## config.mk

```make
export PLATFORM = sky130hd
export DESIGN_NAME = l2_req_arbiter_rr
export DESIGN_NICKNAME = d
export VERILOG_FILES = /design/src/rtl/l2_req_arbiter_rr.sv
export SDC_FILE = /design/constraint.sdc
export NUM_CORES = 1
export LEC_CHECK = 0
export CAP_MARGIN = 20
export CORE_AREA = 2 2 196 198
export DETAILED_ROUTE_END_ITERATION = 6
export DIE_AREA = 0 0 198 200
export REMOVE_ABC_BUFFERS = 1
export SYNTH_ARGS = -nofsm -noshare
export SYNTH_HDL_FRONTEND = slang
export SYNTH_SLANG_ARGS = --single-unit
```

## constraint.sdc

```tcl
create_clock -name clk -period 6.45 [get_ports clk]
set_input_delay 0.9675 -clock clk [delete_from_list [all_inputs] [get_ports clk]]
set_output_delay 0.9675 -clock clk [all_outputs]
set_load 0.02 [all_outputs]
```

## src/rtl/l2_req_arbiter_rr.sv

```systemverilog
// Arbitrates N L1-side requesters onto the single L2 request port, holding the
// grant until L2 fulfils and steering the response back to the granted port only.
package l2_req_arbiter_rr_pkg;
    typedef enum logic {
        LOAD  = 1'b0,
        STORE = 1'b1
    } memory_operation_e;
endpackage

module l2_req_arbiter_rr
    import l2_req_arbiter_rr_pkg::*;
#(
    parameter int unsigned        XLEN    = 32,
    parameter int unsigned        NUM_REQ = 4,
    parameter bit                 RR_MODE = 1'b1,
    parameter logic [NUM_REQ-1:0] RO_MASK = NUM_REQ'(1),
    localparam int unsigned       IDX_W   = (NUM_REQ > 1) ? $clog2(NUM_REQ) : 1
) (
    input  logic                                 clk,
    input  logic                                 reset,
    input  logic [NUM_REQ*XLEN-1:0]              up_req_address,
    input  memory_operation_e [NUM_REQ-1:0]      up_req_type,
    input  logic [NUM_REQ-1:0]                   up_req_valid,
    input  logic [NUM_REQ*XLEN-1:0]              up_word_to_store,
    output logic [NUM_REQ*XLEN-1:0]              up_fetched_word,
    output logic [NUM_REQ-1:0]                   up_req_fulfilled,
    output logic [XLEN-1:0]                      req_address,
    output memory_operation_e                    req_type,
    output logic                                 req_valid,
    output logic [XLEN-1:0]                      word_to_store,
    input  logic [XLEN-1:0]                      fetched_word,
    input  logic                                 req_fulfilled,
    output logic [NUM_REQ-1:0]                   grant_onehot,
    output logic                                 busy,
    output logic                                 dbg_state,
    output logic [IDX_W-1:0]                     dbg_rr_ptr
);

    typedef enum logic {
        IDLE = 1'b0,
        BUSY = 1'b1
    } state_e;

    // Handshake: a requester holds up_req_valid (and its payload) until it sees
    // its up_req_fulfilled pulse; L2 completes a request with one req_fulfilled
    // pulse, which may coincide with the first cycle req_valid is high.

    state_e           state_q, state_d;
    logic [IDX_W-1:0] grant_idx_q, grant_idx_d;
    logic [IDX_W-1:0] rr_ptr_q, rr_ptr_d;

    logic [IDX_W-1:0] winner;
    logic             any_valid;
    logic [IDX_W:0]   scan_idx;
    logic [IDX_W-1:0] sel_idx;
    logic             sel_active;
    logic             done;

    // Scan starts at rr_ptr in round-robin mode and at port 0 in fixed mode.
    always_comb begin
        winner    = '0;
        any_valid = 1'b0;
        scan_idx  = '0;
        for (int unsigned k = 0; k < NUM_REQ; k++) begin
            scan_idx = RR_MODE ? ({1'b0, rr_ptr_q} + (IDX_W+1)'(k)) : (IDX_W+1)'(k);
            if (scan_idx >= (IDX_W+1)'(NUM_REQ)) begin
                scan_idx = scan_idx - (IDX_W+1)'(NUM_REQ);
            end
            if (!any_valid && up_req_valid[scan_idx[IDX_W-1:0]]) begin
                any_valid = 1'b1;
                winner    = scan_idx[IDX_W-1:0];
            end
        end
    end

    always_comb begin
        sel_idx    = (state_q == BUSY) ? grant_idx_q : winner;
        sel_active = !reset && ((state_q == BUSY) || any_valid);
    end

    always_comb begin
        req_valid        = 1'b0;
        req_address      = '0;
        req_type         = LOAD;
        word_to_store    = '0;
        grant_onehot     = '0;
        up_fetched_word  = '0;
        up_req_fulfilled = '0;
        if (sel_active) begin
            grant_onehot[sel_idx] = 1'b1;
            req_valid             = up_req_valid[sel_idx];
            req_address           = up_req_address[sel_idx*XLEN +: XLEN];
            if (!RO_MASK[sel_idx]) begin
                req_type      = up_req_type[sel_idx];
                word_to_store = up_word_to_store[sel_idx*XLEN +: XLEN];
            end
            up_req_fulfilled[sel_idx]            = req_fulfilled;
            up_fetched_word[sel_idx*XLEN +: XLEN] = fetched_word;
        end
    end

    always_comb begin
        state_d     = state_q;
        grant_idx_d = grant_idx_q;
        rr_ptr_d    = rr_ptr_q;
        done        = 1'b0;
        if (state_q == IDLE) begin
            if (any_valid) begin
                grant_idx_d = winner;
                if (req_fulfilled) begin
                    done = 1'b1;
                end else begin
                    state_d = BUSY;
                end
            end
        end else if (req_fulfilled) begin
            state_d = IDLE;
            done    = 1'b1;
        end else if (!up_req_valid[grant_idx_q]) begin
            // Requester abandoned its request: release the lock, keep rr_ptr.
            state_d = IDLE;
        end
        if (done && RR_MODE) begin
            rr_ptr_d = (sel_idx == IDX_W'(NUM_REQ-1)) ? '0 : sel_idx + 1'b1;
        end
    end

    always_ff @(posedge clk) begin
        if (reset) begin
            state_q     <= IDLE;
            grant_idx_q <= '0;
            rr_ptr_q    <= '0;
        end else begin
            state_q     <= state_d;
            grant_idx_q <= grant_idx_d;
            rr_ptr_q    <= rr_ptr_d;
        end
    end

    assign busy       = !reset && (state_q == BUSY);
    assign dbg_state  = (state_q == BUSY);
    assign dbg_rr_ptr = rr_ptr_q;

endmodule

```

==> results of run 1 <==
## how the worst max path moves through the flow
stage                           end             from  slack [ns]
2_1_floorplan  up_fetched_word[100]  up_req_valid[2]        0.43
3_3_place_gp        req_address[20]  up_req_valid[0]        0.90
3_5_place_dp        req_address[20]  up_req_valid[0]        0.84
4_1_cts             req_address[20]  up_req_valid[0]        0.83
5_1_grt             req_address[20]  up_req_valid[0]        0.67
6_report            req_address[20]  up_req_valid[0]        0.90
## sequential cells by signal, indices dropped and copies added, names as in the netlist
signal / flops
dbg_rr_ptr: 2
grant_idx_q: 2
dbg_state: 1
## logic make-up after synthesis
logic type,share of synthesized area
buffers and inverters,0.0917
AOI/OAI and AO/OA,0.460
adders and majority gates,0.00724
muxes,0.00820
DFF,0.0193
and+or+nand+nor,0.413
## layer usage
metal  vias to the layer above  track usage  routed length, um
met5                         -            0                 27
met2                       354        0.271              16100
li1                       3898            -                  -
met4                         4       0.0426                875
met3                        39       0.0323               2460
met1                      3913        0.185              13500
## power by group through the flow
stage / combinational, W / clock [W] / sequential [W]
2_1_floorplan: 0.000579 / 0 / 0.0000502
3_3_place_gp: 0.00114 / 0 / 0.0000536
3_5_place_dp: 0.00114 / 0 / 0.0000538
4_1_cts: 0.00115 / 0.000103 / 0.0000534
5_1_grt: 0.00122 / 0.000106 / 0.0000553
6_report: 0.00114 / 0.000102 / 0.0000534
## area by class of cell
class | count | share of cell area
Inverter | 7 | 0.00245
Timing Repair Buffer | 528 | 0.486
Tap cell | 511 | 0.0595
Clock buffer | 4 | 0.00734
Multi-Input combinational cell | 687 | 0.435
Sequential cell | 5 | 0.00967
## placed cells by master (no fill, tap or decap), types with 4 or more instances in the layout
cell               n
nand2_1            8
buf_4             26
and2_1            99
o22ai_1           33
a21o_1            35
nor2_1           177
a211oi_1           6
a211oi_2          27
clkdlybuf4s50_1  502
and3_1            69
o211ai_1          33
a221o_1           32
a31oi_1           33
o22a_1            35
inv_1              4
nor4b_1           32
o221a_1           33
## tightest hold or removal path, stage by stage, from the launching register on
cell and delay, ns:
dfxtp_1 0.36, mux2i_1 0.15, nor2_1 0.06
## stage by stage
| step | cell area (sq um) | utilization | setup slack [ns] | total power [W] |
|---|---|---|---|---|
| floorplan | 4740 | - | 0.431 | 0.000629 |
| global placement | 10700 | 0.285 | 0.897 | 0.00119 |
| detailed placement | 10700 | 0.285 | 0.836 | 0.00120 |
| CTS | 10700 | 0.287 | 0.834 | 0.00131 |
| global route | 10700 | 0.287 | 0.674 | 0.00139 |
| finish | 10700 | 0.287 | 0.898 | 0.00130 |
==> key figures, run 1 <==
Min path
  – WHS Endpoint: dbg_rr_ptr[0]
  – Worst hold path class: reg -> reg
  – Min-delay src: dbg_rr_ptr[0]
  – Hold-critical path depth: 2

Power and ir drop
  – LEAKAGE: just over 4 nW
  – Clk pwr share: 0.079
  – Reg power frac: 0.041
  – Int Pwr: between 0.0006 and 0.0007 W
  – Sw power: ~0.00063 W
  – Combinational share of power: 0.880
  – Pwr Density: between 100 and 150 mW/mm^2
  – Sw Ratio: 0.483
  – Max IR drop VDD: roughly 0.000077 V

Worst setup path
  – Crit path DAT: approximately 4.6 ns
  – Critical path's top delay family: buffers and inverters
  – CP peak stage delay: approximately 0.63 ns
  – R2R depth: 9
  – Worst setup EP type: primary output
  – WP buf/inv: 4
  – WP depth: 10
  – Worst r2r dst: dbg_rr_ptr[1]
  – Startpoint type of the worst setup path: input port
  – Flop2flop setup slack: 3.80 ns
  – Worst reg2reg path startpoint: dbg_rr_ptr[1]
  – WS Path Type: in -> out
  – CP Cell Sequence: clkdlybuf4s50_1 -> mux2i_1 -> or2_2 -> buf_4 -> and3_1 -> o22a_1 -> nor2_4 -> buf_4 -> a221o_1 -> clkdlybuf4s50_1
  – Maximum fanout along the worst path: 27
  – Worst Path Required: around 5.5 ns
  – Slowest-stage cell, CP: clkdlybuf4s50_1

Run
  – Max-Cap Viols: 0

Drt
  – Post-DRT Antenna Nets: 0
  – Vias per std cell: around 4.7
  – DRC viols: 0
  – First-pass DRT Iterations: 5
  – Vias: roughly 8,000
  – Total Wirelength: ~33,000 um
  – Wire per inst: approximately 19 um
  – 1st-iter DRT viols: 327

Floorplanning
  – Initial Util: 0.139
  – FP Rows: 71
  – Die area: approximately 0.04 sq mm
  – Die X: just under 200 um
  – DIE HEIGHT: roughly 200 um
  – I/O Pins: 505
  – Core Area: about 0.037 sq mm

Yosys
  – Synth Warn #: 0
  – Synth top cells by count: nor2_1 (180), and2_1 (99), and3_1 (69), clkbuf_1 (66)
  – Ranking of synthesized cells by area: nor2_1 (13%), and2_1 (12%), and3_1 (8.3%), o221a_1 (7.2%), a211oi_2 (6.5%)
  – Avg Cell Area, Syn: ~6.5 sq um
  – Top cell type's share of synthesized area: 0.130
  – Most frequent cell after synthesis: nor2_1
  – Most used flip-flop cell after synthesis: dfxtp_1
  – Mapped Area: approximately 0.0052 sq mm
  – Post-synth top area cell: nor2_1
  – Async set or reset register ratio after synthesis: 0
  – Syn Inst Count: 800
  – Number of synthesized flops with an enable pin: 0
  – Count of cell types in the netlist: 44
  – Post-synthesis sequential area ratio: 0.0193
  – Seq cells post-synth: 5

Placement
  – Dpl cells: 1,738
  – Placed wire-length estimate: ~26,000 um
  – IO buf count: between 500 and 600
  – Gp weighted congestion: 0.819

STA
  – Worst slew pin tran: slightly above 0.9 ns
  – Final Cycle Share: 0.861
  – Final Hold Vio Count: 0
  – RSZ-0062 raised after global routing: false
  – Slew Viols, Final: 0
  – Final setup TNS: 0 ns
  – Max_slew headroom: 0.383
  – Max Fclk: around 180 MHz
  – Endpoints failing setup: 0
  – Minimum clock period: about 5.6 ns
  – Final clock skew: 0.00180 ns
  – Final hold slack: approximately 0.62 ns

CTS
  – H-tree levels: 1
  – Worst-path clk slew: ~0.030 ns
  – TritonCTS Buffers: 3
  – Worst-Skew Late Latency: around 0.23 ns
  – Root Buffer: clkbuf_16
  – Clk sinks: 5
  – Clk buf depth: 2
  – CTS tree: done
  – CTS Hold Bufs: 0
  – CTS resizes: 0
  – Setup bufs post-CTS: 0

GRT
  – Vias in the first global route: 7,955
  – Global-route wire length before repair: between 40,000 and 50,000 um
  – GR Overflow Total: 0
  – Total GRT Usage: 0.152
  – Initial antenna violation count: 2
  – Largest net degree at the start of global routing: between 60 and 70

Cells and area
  – Nets: roughly 1,500
  – Non-filler cells, final: approximately 1,700
  – Storage element area: a little over 100 sq um
  – N_diodes: 0
  – Area of the multi-input gates: 0.00467 sq mm
  – Filler cells: 4,053
  – Syn-to-layout area delta: 107%
  – Layout cells sized above 1: 0.0617

Status
  – Outcome: finished clean
Power figures use the tool's default switching activity.
==> inputs of run 2 (changes only) <==
CAP_MARGIN = default   (was 20)
clock period = 6.4 ns   (was 6.45 ns; I/O delays follow)
==> key figures, run 2 (same netlist as run 1, synthesis figures left out) <==
Worst setup path
  – Critical path's top delay family: compound AO/OA/AOI/OAI gates
  – CP Cell Sequence: clkdlybuf4s50_1 -> nand2b_1 -> a21o_1 -> and3_1 -> o22a_1 -> nand2_2 -> a211oi_1 -> clkdlybuf4s50_1
  – WP buf/inv: 2 (-2)
  – CP peak stage delay: 0.70 ns (+0.07 ns)
  – Maximum fanout along the worst path: 26 (-3.7%)
  – Crit path DAT: 4.69 ns (+0.11 ns)
  – Worst Path Required: 5.44 ns (-0.04 ns)
  – WS Path Type: in -> out
  – Worst setup EP type: primary output
  – Flop2flop setup slack: 3.71 ns (-0.09 ns)
  – CP dominant cell by count: clkdlybuf4s50_1
  – Startpoint type of the worst setup path: input port
  – Slowest-stage cell, CP: clkdlybuf4s50_1

Cells and area
  – Layout cells sized above 1: 0.0617 (unchanged)
  – Leading cell type in the layout, fill and taps excluded: clkdlybuf4s50_1
  – N_diodes: 0 (unchanged)
  – Non-filler cells, final: 1,742 (unchanged)
  – Nets: 1,534 (unchanged)
  – Final Util: 0.287 (unchanged)
  – Syn-to-layout area delta: 107% (unchanged)
  – Commonest cells after routing, fill and taps aside: clkdlybuf4s50_1 (502), nor2_1 (177), and2_1 (99), and3_1 (69)

GRT
  – Grt peak-use layer: met2
  – Met3 Use GR: 0.0296 (-0.00269)
  – M2 GR Usage: 0.270 (-0.00143)
  – Total GRT Usage: 0.153 (+0.00104)
  – Largest net degree at the start of global routing: 66 (unchanged)
  – Initial antenna violation count: 0 (-2)
  – Vias in the first global route: 8,113 (+2.0%)
  – Met1 GRT Util: 0.187 (+0.00201)
  – Global-route wire length before repair: 47,700 um (+0.92%)
  – GR Overflow Total: 0 (unchanged)

CTS
  – CTS tree: done
  – Worst-path clk slew: 0.03 ns (about the same)
  – Setup bufs post-CTS: 0 (unchanged)
  – CTS Hold Bufs: 0 (unchanged)
  – Clk sinks: 5 (unchanged)
  – Clk buf depth: 2 (unchanged)
  – Worst-Skew Late Latency: 0.22 ns (about the same)
  – CTS resizes: 0 (unchanged)
  – TritonCTS Buffers: 3 (unchanged)
  – Root Buffer: clkbuf_16
  – H-tree levels: 1 (unchanged)

Floorplanning
  – DIE HEIGHT: 200 um (unchanged)
  – Die area: 0.0396 sq mm (unchanged)
  – Core Area: 0.0374 sq mm (unchanged)
  – I/O Pins: 505 (unchanged)
  – Die X: 198 um (unchanged)
  – Initial Util: 0.139 (unchanged)
  – FP Rows: 71 (unchanged)

STA
  – Minimum clock period: 5.65 ns
  – Final Cycle Share: 0.882
  – Final setup TNS: 0 ns (unchanged)
  – Fin worst setup slack: 0.755 ns (-0.143 ns)
  – Worst slew pin tran: 0.996 ns (+0.0706 ns)
  – RSZ-0062 raised after global routing: false
  – Final clock skew: 0.000120 ns (-0.00168 ns)
  – Final Hold Vio Count: 0 (unchanged)
  – Endpoints failing setup: 0 (unchanged)
  – Max Fclk: approximately 180 MHz
  – Max_slew headroom: 0.336 (-0.0471)
  – Slew Viols, Final: 0 (unchanged)

Power and ir drop
  – Max IR drop VDD: 0.0000625 V (-19%)
  – Combinational share of power: 0.880 (about the same)
  – Reg power frac: 0.042 (about the same)
  – Pwr Density: 122 mW/mm^2 (+0.88%)
  – Sw power: 0.000632 W (+0.94%)
  – Sw Ratio: 0.483 (about the same)
  – LEAKAGE: 4.03 nW (unchanged)
  – Int Pwr: 0.000676 W (+0.82%)
  – Clk pwr share: 0.078 (about the same)

Status
  – Outcome: finished clean

Drt
  – Post-DRT Antenna Nets: 0 (unchanged)
  – Wire per inst: 19.0 um (+0.62%)
  – 1st-iter DRT viols: 275 (-16%)
  – Vias: 8,142 (-0.80%)
  – First-pass DRT Iterations: 6 (+1)
  – Vias per std cell: 4.67 (-0.80%)
  – DRC viols: 0 (unchanged)
  – Total Wirelength: 33,100 um (+0.62%)

Placement
  – Gp weighted congestion: 0.835 (+2.0%)
  – IO buf count: 504 (unchanged)
  – DP Worst Slack: 0.679 ns (-0.157 ns)
  – Placed wire-length estimate: 25,800 um (about the same)
  – Dpl cells: 1,738 (unchanged)

Run
  – Max-Cap Viols: 0 (unchanged)

Min path
  – Worst hold path class: reg -> reg
-- run 2: per-layer routing --
metal | share of wire | wire length, um
met5 | 0 | 0
met4 | 0.033 | 1100
met3 | 0.072 | 2370
met2 | 0.48 | 15800
met1 | 0.42 | 13800
-- run 2: stage by stage --
step	hold slack (ns)	power, W	instance area [sq um]
2_1_floorplan	0.611	0.000634	4740
3_3_place_gp	0.607	0.00120	10700
3_5_place_dp	0.604	0.00121	10700
4_1_cts	0.613	0.00132	10700
5_1_grt	0.650	0.00140	10700
6_report	0.619	0.00131	10700
-- run 2: cell type report --
class / instances / area [sq um]
Sequential cell: 5 / 104
Tap cell: 511 / 639
Clock buffer: 4 / 78.8
Inverter: 7 / 26.3
Multi-Input combinational cell: 687 / 4670
Fill cell: 4041 / 26700
Timing Repair Buffer: 528 / 5220
-- run 2: worst paths after layout --
kind	from	to	depth (start not counted)
max reg2reg	dbg_rr_ptr[1]	dbg_rr_ptr[1]	6
max	up_req_valid[2]	word_to_store[2]	8
min	dbg_rr_ptr[0]	dbg_rr_ptr[0]	2
min reg2reg	dbg_rr_ptr[0]	dbg_rr_ptr[0]	2
-- run 2: power groups by stage --
stage | Clock, W | Sequential (W) | Combinational (W)
2_1_floorplan | 0 | 0.0000506 | 0.000583
5_1_grt | 0.000107 | 0.0000563 | 0.00124
4_1_cts | 0.000104 | 0.0000545 | 0.00116
6_report | 0.000102 | 0.0000547 | 0.00115
3_3_place_gp | 0 | 0.0000550 | 0.00115
3_5_place_dp | 0 | 0.0000549 | 0.00115
-- run 2: worst min-delay path: cells and delay by family (launching register included) --
family / cells / cell delay (ns)
flip-flops: 1 / 0.36
multiplexers: 1 / 0.16
AND/OR/NAND/NOR: 1 / 0.05
